## src/rtl/flit_sink_if.sv

```systemverilog
// Flit input bundle from the mux output into the sink.
interface flit_sink_if #(
  parameter int DATAW = 66,
  parameter int VCHW  = 2
);
  logic [DATAW-1:0] idata;
  logic             ivalid;
  logic [VCHW-1:0]  ivch;

  modport master (output idata, ivalid, ivch);
  modport slave  (input  idata, ivalid, ivch);
endinterface

```

## src/rtl/flit_sink.sv

```systemverilog
// Flit sink: tracks packet framing per HEAD/DATA/TAIL, collects packet, flit
// and bit-toggle statistics, and latches the first protocol error.

module flit_sink_popcnt #(
  parameter int VEC_W = 8,
  parameter int CNTW  = 4
) (
  input  logic [VEC_W-1:0] vec,
  output logic [CNTW-1:0]  cnt
);
  always_comb begin
    cnt = '0;
    for (int i = 0; i < VEC_W; i++) cnt = cnt + CNTW'(vec[i]);
  end
endmodule

module flit_sink #(
  parameter int DATAW = 66,
  parameter int VCHW  = 2,
  parameter int LENW  = 8,
  parameter int ACCW  = 32
) (
  input  logic              clk,
  input  logic              rst,
  flit_sink_if.slave        flit,
  input  logic              clr,
  output logic              pkt_done,
  output logic [15:0]       pkt_cnt,
  output logic [LENW-1:0]   last_len,
  output logic [31:0]       flit_cnt,
  output logic [ACCW-1:0]   toggle_acc,
  output logic              err,
  output logic [1:0]        err_code
);
  localparam int VEC_W     = 8;
  localparam int NUM_LANES = (DATAW + VEC_W - 1) / VEC_W;
  localparam int PADW      = NUM_LANES * VEC_W;
  localparam int LCW       = $clog2(VEC_W + 1);
  localparam int CNTW      = $clog2(DATAW + 1);

  typedef enum logic [1:0] {
    T_NONE = 2'b00,
    T_HEAD = 2'b01,
    T_TAIL = 2'b10,
    T_DATA = 2'b11
  } ftype_t;

  typedef enum logic {IDLE, BODY} state_t;

  typedef struct packed {
    logic       hit;
    logic [1:0] code;
  } err_ev_t;

  state_t           state, state_nx;
  ftype_t           ftype;
  logic [VCHW-1:0]  vc_q;
  logic [LENW-1:0]  len_q;
  logic [DATAW-1:0] prev_q;
  logic             vc_load, len_clr, len_inc, tail_hit;
  err_ev_t          ev;

  assign ftype = ftype_t'(flit.idata[DATAW-1 -: 2]);

  // Framing decisions. The VC check is evaluated before the flit type so a
  // mid-packet HEAD reports 01 rather than the VC mismatch.
  always_comb begin
    state_nx = state;
    vc_load  = 1'b0;
    len_clr  = 1'b0;
    len_inc  = 1'b0;
    tail_hit = 1'b0;
    ev       = '0;
    if (flit.ivalid) begin
      if (state == BODY && flit.ivch != vc_q) ev = '{hit: 1'b1, code: 2'b11};
      case (ftype)
        T_HEAD: begin
          if (state == BODY) ev = '{hit: 1'b1, code: 2'b01};
          state_nx = BODY;
          vc_load  = 1'b1;
          len_clr  = 1'b1;
        end
        T_DATA: begin
          if (state == BODY) len_inc = 1'b1;
          else               ev = '{hit: 1'b1, code: 2'b10};
        end
        T_TAIL: begin
          if (state == BODY) begin
            state_nx = IDLE;
            tail_hit = 1'b1;
          end else begin
            ev = '{hit: 1'b1, code: 2'b10};
          end
        end
        default: ;
      endcase
    end
  end

  always_ff @(posedge clk) begin
    if (rst) begin
      state <= IDLE;
      vc_q  <= '0;
      len_q <= '0;
    end else begin
      state <= state_nx;
      if (vc_load) vc_q <= flit.ivch;
      if (len_clr)                       len_q <= '0;
      else if (len_inc && len_q != '1)   len_q <= len_q + LENW'(1);
    end
  end

  // Hamming distance to the previous flit, split into byte lanes.
  logic [NUM_LANES-1:0][VEC_W-1:0] diff_lanes;
  logic [NUM_LANES-1:0][LCW-1:0]   lane_cnt;
  logic [CNTW-1:0]                 pop_sum;

  assign diff_lanes = PADW'(flit.idata ^ prev_q);

  for (genvar g = 0; g < NUM_LANES; g++) begin : g_lane
    flit_sink_popcnt #(.VEC_W(VEC_W), .CNTW(LCW)) u_pc (
      .vec (diff_lanes[g]),
      .cnt (lane_cnt[g])
    );
  end

  always_comb begin
    pop_sum = '0;
    for (int i = 0; i < NUM_LANES; i++) pop_sum = pop_sum + CNTW'(lane_cnt[i]);
  end

  // pkt_done follows the FSM even under clr; only the counters drop the flit.
  always_ff @(posedge clk) begin
    if (rst) begin
      pkt_done   <= 1'b0;
      pkt_cnt    <= '0;
      last_len   <= '0;
      flit_cnt   <= '0;
      toggle_acc <= '0;
      err        <= 1'b0;
      err_code   <= '0;
      prev_q     <= '0;
    end else begin
      pkt_done <= tail_hit;
      if (clr) begin
        pkt_cnt    <= '0;
        last_len   <= '0;
        flit_cnt   <= '0;
        toggle_acc <= '0;
        err        <= 1'b0;
        err_code   <= '0;
        prev_q     <= '0;
      end else if (flit.ivalid) begin
        flit_cnt   <= flit_cnt + 32'd1;
        toggle_acc <= toggle_acc + ACCW'(pop_sum);
        prev_q     <= flit.idata;
        if (tail_hit) begin
          pkt_cnt  <= pkt_cnt + 16'd1;
          last_len <= len_q;
        end
        if (ev.hit && !err) begin
          err      <= 1'b1;
          err_code <= ev.code;
        end
      end
    end
  end
endmodule

```

## src/flat_wrapper.sv

```systemverilog
// flat-port wrapper written by rule: the top's interface ports become plain ports
module flit_sink_flat 
#(
  parameter int DATAW = 66,
  parameter int VCHW  = 2,
  parameter int LENW  = 8,
  parameter int ACCW  = 32
)
  (clk, rst, clr, pkt_done, pkt_cnt, last_len, flit_cnt, toggle_acc, err, err_code, flit_idata, flit_ivalid, flit_ivch);
  flit_sink_if #(.DATAW(DATAW), .VCHW(VCHW)) flit_i ();
  input  logic clk;
  input  logic rst;
  input  logic clr;
  output logic pkt_done;
  output logic [15:0] pkt_cnt;
  output logic [LENW-1:0] last_len;
  output logic [31:0] flit_cnt;
  output logic [ACCW-1:0] toggle_acc;
  output logic err;
  output logic [1:0] err_code;
  input wire logic [$bits(flit_i.idata)-1:0] flit_idata;
  input wire logic [$bits(flit_i.ivalid)-1:0] flit_ivalid;
  input wire logic [$bits(flit_i.ivch)-1:0] flit_ivch;
  assign flit_i.idata = flit_idata;
  assign flit_i.ivalid = flit_ivalid;
  assign flit_i.ivch = flit_ivch;
  flit_sink #(.DATAW(DATAW), .VCHW(VCHW), .LENW(LENW), .ACCW(ACCW)) u_core (.clk(clk), .rst(rst), .flit(flit_i), .clr(clr), .pkt_done(pkt_done), .pkt_cnt(pkt_cnt), .last_len(last_len), .flit_cnt(flit_cnt), .toggle_acc(toggle_acc), .err(err), .err_code(err_code));
endmodule
```

## config.mk

```make
export PLATFORM = sky130hd
export DESIGN_NAME = flit_sink_flat
export DESIGN_NICKNAME = d
export VERILOG_FILES = /design/src/rtl/flit_sink_if.sv /design/src/rtl/flit_sink.sv /design/src/flat_wrapper.sv
export SDC_FILE = /design/constraint.sdc
export NUM_CORES = 1
export LEC_CHECK = 0
export ABC_CLOCK_PERIOD_IN_PS = 18950
export CORE_UTILIZATION = 59
export DETAILED_ROUTE_END_ITERATION = 7
export GPL_TIMING_DRIVEN = 0
export HOLD_SLACK_MARGIN = 0.08
export PLACE_DENSITY = 0.93
export SETUP_SLACK_MARGIN = 0.3
export SKIP_CTS_REPAIR_TIMING = 1
export SYNTH_ARGS = -nofsm -noshare
export SYNTH_HDL_FRONTEND = slang
export SYNTH_HIERARCHICAL = 1
export SYNTH_SLANG_ARGS = --single-unit
```

## constraint.sdc

```tcl
create_clock -name clk -period 18.95 [get_ports clk]
set_clock_uncertainty 0.2 [all_clocks]
set_input_delay 1.895 -clock clk [delete_from_list [all_inputs] [get_ports clk]]
set_output_delay 1.895 -clock clk [all_outputs]
set_load 0.005 [all_outputs]
```

==> metrics.txt <==
outcome finished clean; wire per inst 16.1 um; Area Growth Syn to Fin 24.5%; initial antenna violation count 0; Synth Register Bits 169; post-synth design cell area 10,200 um2; Worst setup SP type primary input; EDFF count, synth 0; CTS Buffer Depth 2; DRC Markers 0; # fillers 1,108; Mapped Avg Cell Area 8.98 um2; setup_tns 0 ps; setup ws final 8830 ps; Cell Area, Placed approximately 12,000 um2; WP data arrival 10,290 ps; die height 134 um; Die X-Extent 134 um; clk sinks 169; most frequent CP cell fa_1; Final setup viols 0; synth warn 6; final hold vios 0; Synth Flop Type dfxtp_1; Starting Density just over 60%; Max Transition Viols Final 0; layout cell share with drive strength beyond 1 3.14%; global-route total usage across every layer about 29%; antenna cell count 0; Clock H-tree levels 4; flip-flop and latch area 3380 um2; drt first pass iters 5; worst min path class flip-flop to flip-flop; vias post-DR approximately 8,500; dpl hpwl 18.0 mm; IO Count 164; Tmin final 10,120 ps; DP Worst Slack ~8500 ps; CP max-delay cell fa_1; grt ovf 0; worst skew pair latency 440 ps; main area contributors after synthesis dfxtp_1, fa_1, xor2_1; Worst-path clk slew 70 ps; Worst Setup End Kind flip-flop; RSZ-0062 raised after global routing no; final WL 25.1 mm; synth unique cells 47; number of max-cap violations 0; Post-synth ARST share 0%; die area 17,800 um2; register area share after synthesis 33.1%; Worst path max stage delay 550 ps; Crit Path Max Fanout 10; PortBufs 162; Rows between 40 and 50; Max Clk Rate 98.8 MHz; Max transition margin 50.1%; Vias/cell 5.46; post-synth top area share 33.1%; crit share post-route 53.4%; cts bufs inserted 17; most common cell after layout, fill and taps aside inv_1; CORE AREA 16,800 um2; first-pass GRT wire length 40.7 mm; Critical Path RT ~19,000 ps; final instance area 12,700 um2; root buf cell clkbuf_16; biggest area consumer among synthesized cells dfxtp_1; Mapped Cells 1,137; Slew @ Worst Pin 749 ps; vias in the first global route between 8,000 and 9,000; critical path type primary input to flip-flop; largest net degree at the start of global routing 19; Placer Congestion 0.858; NumNets Final 1,508; antenna-violating nets left 0; Iter 0 DRT Violations between 500 and 600; multi-input combinational cell area 6030 um2; Min Hold Slack 255 ps; most frequent cells in the layout inv_1, dfxtp_1, clkdlybuf4s50_1; TritonCTS clock tree built
[logic make-up after synthesis]
kind of cell             share of synthesized area (%)
AND/OR/NAND/NOR                                   15.2
buffers and inverters                             8.00
flip-flops                                        33.1
XOR/XNOR                                          12.6
adder cells (fa/ha/maj)                           18.5
AO/OA/AOI/OAI                                     5.11
multiplexers                                      7.35
other                                           0.0367
[flip-flops by register name, summed over array words and instances (netlist names)]
name and cells:
u_core/err 1, u_core/err_code 2, u_core/flit_cnt 32, u_core/last_len 8, u_core/len_q 8, u_core/pkt_cnt 16
u_core/pkt_done 1, u_core/prev_q 66, u_core/state 1, u_core/toggle_acc 32, u_core/vc_q 2
[layout make-up]
type                       count  share of cell area [%]
multi-input combinational    756                    47.4
clock buffer                  18                    3.46
tap                          220                    2.17
inverter                     181                    5.35
buffer                        36                    1.08
sequential                   169                    26.6
timing repair buffer         162                    12.8
clock inverter                14                    1.17
[layer usage]
metal | track usage [%] | up-vias | routed length, um
met4 | 13.2 | 0 | 824
met1 | 33.0 | 4111 | 9980
met2 | 52.0 | 304 | 12900
met3 | 5.10 | 81 | 1370
li1 | - | 3999 | -
met5 | 0 | - | 0
[stage by stage]
stage	util, %	instances
CTS	75.8	1556
floorplan	-	1142
global placement	72.3	1524
detailed placement	72.3	1524
global route	75.8	1556
finish	75.8	1556
[synthesized netlist by cell type, types with 15 or more instances]
library cell,n
nand3_1,26
o21ai_0,19
nor2_1,154
inv_1,180
nor3_1,15
nand2_1,53
mux2i_1,75
dfxtp_1,169
ha_1,50
clkbuf_1,30
a21oi_1,40
xnor2_1,48
xor2_1,99
fa_1,63
[critical path: cells and delay by family]
kind,cells,cell delay (ps)
fa+ha+maj,12,5160
buf+inv,9,1380
simple gates,3,640
compound gates,3,590
xor+xnor,3,430
mux,1,190
[final timing paths]
check	start	endpoint	slack (ps)	cells past startpoint
worst min register to register	u_core/last_len[3]	u_core/last_len[3]	260	2
worst max register to register	u_core/prev_q[8]	u_core/toggle_acc[14]	10430	30
worst min-delay path	u_core/last_len[3]	u_core/last_len[3]	260	2
worst max-delay path	flit_idata[8]	u_core/toggle_acc[14]	8830	31
Power is not shown: default switching activity piles up to over one toggle a cycle in this logic, so the estimate is an artifact.
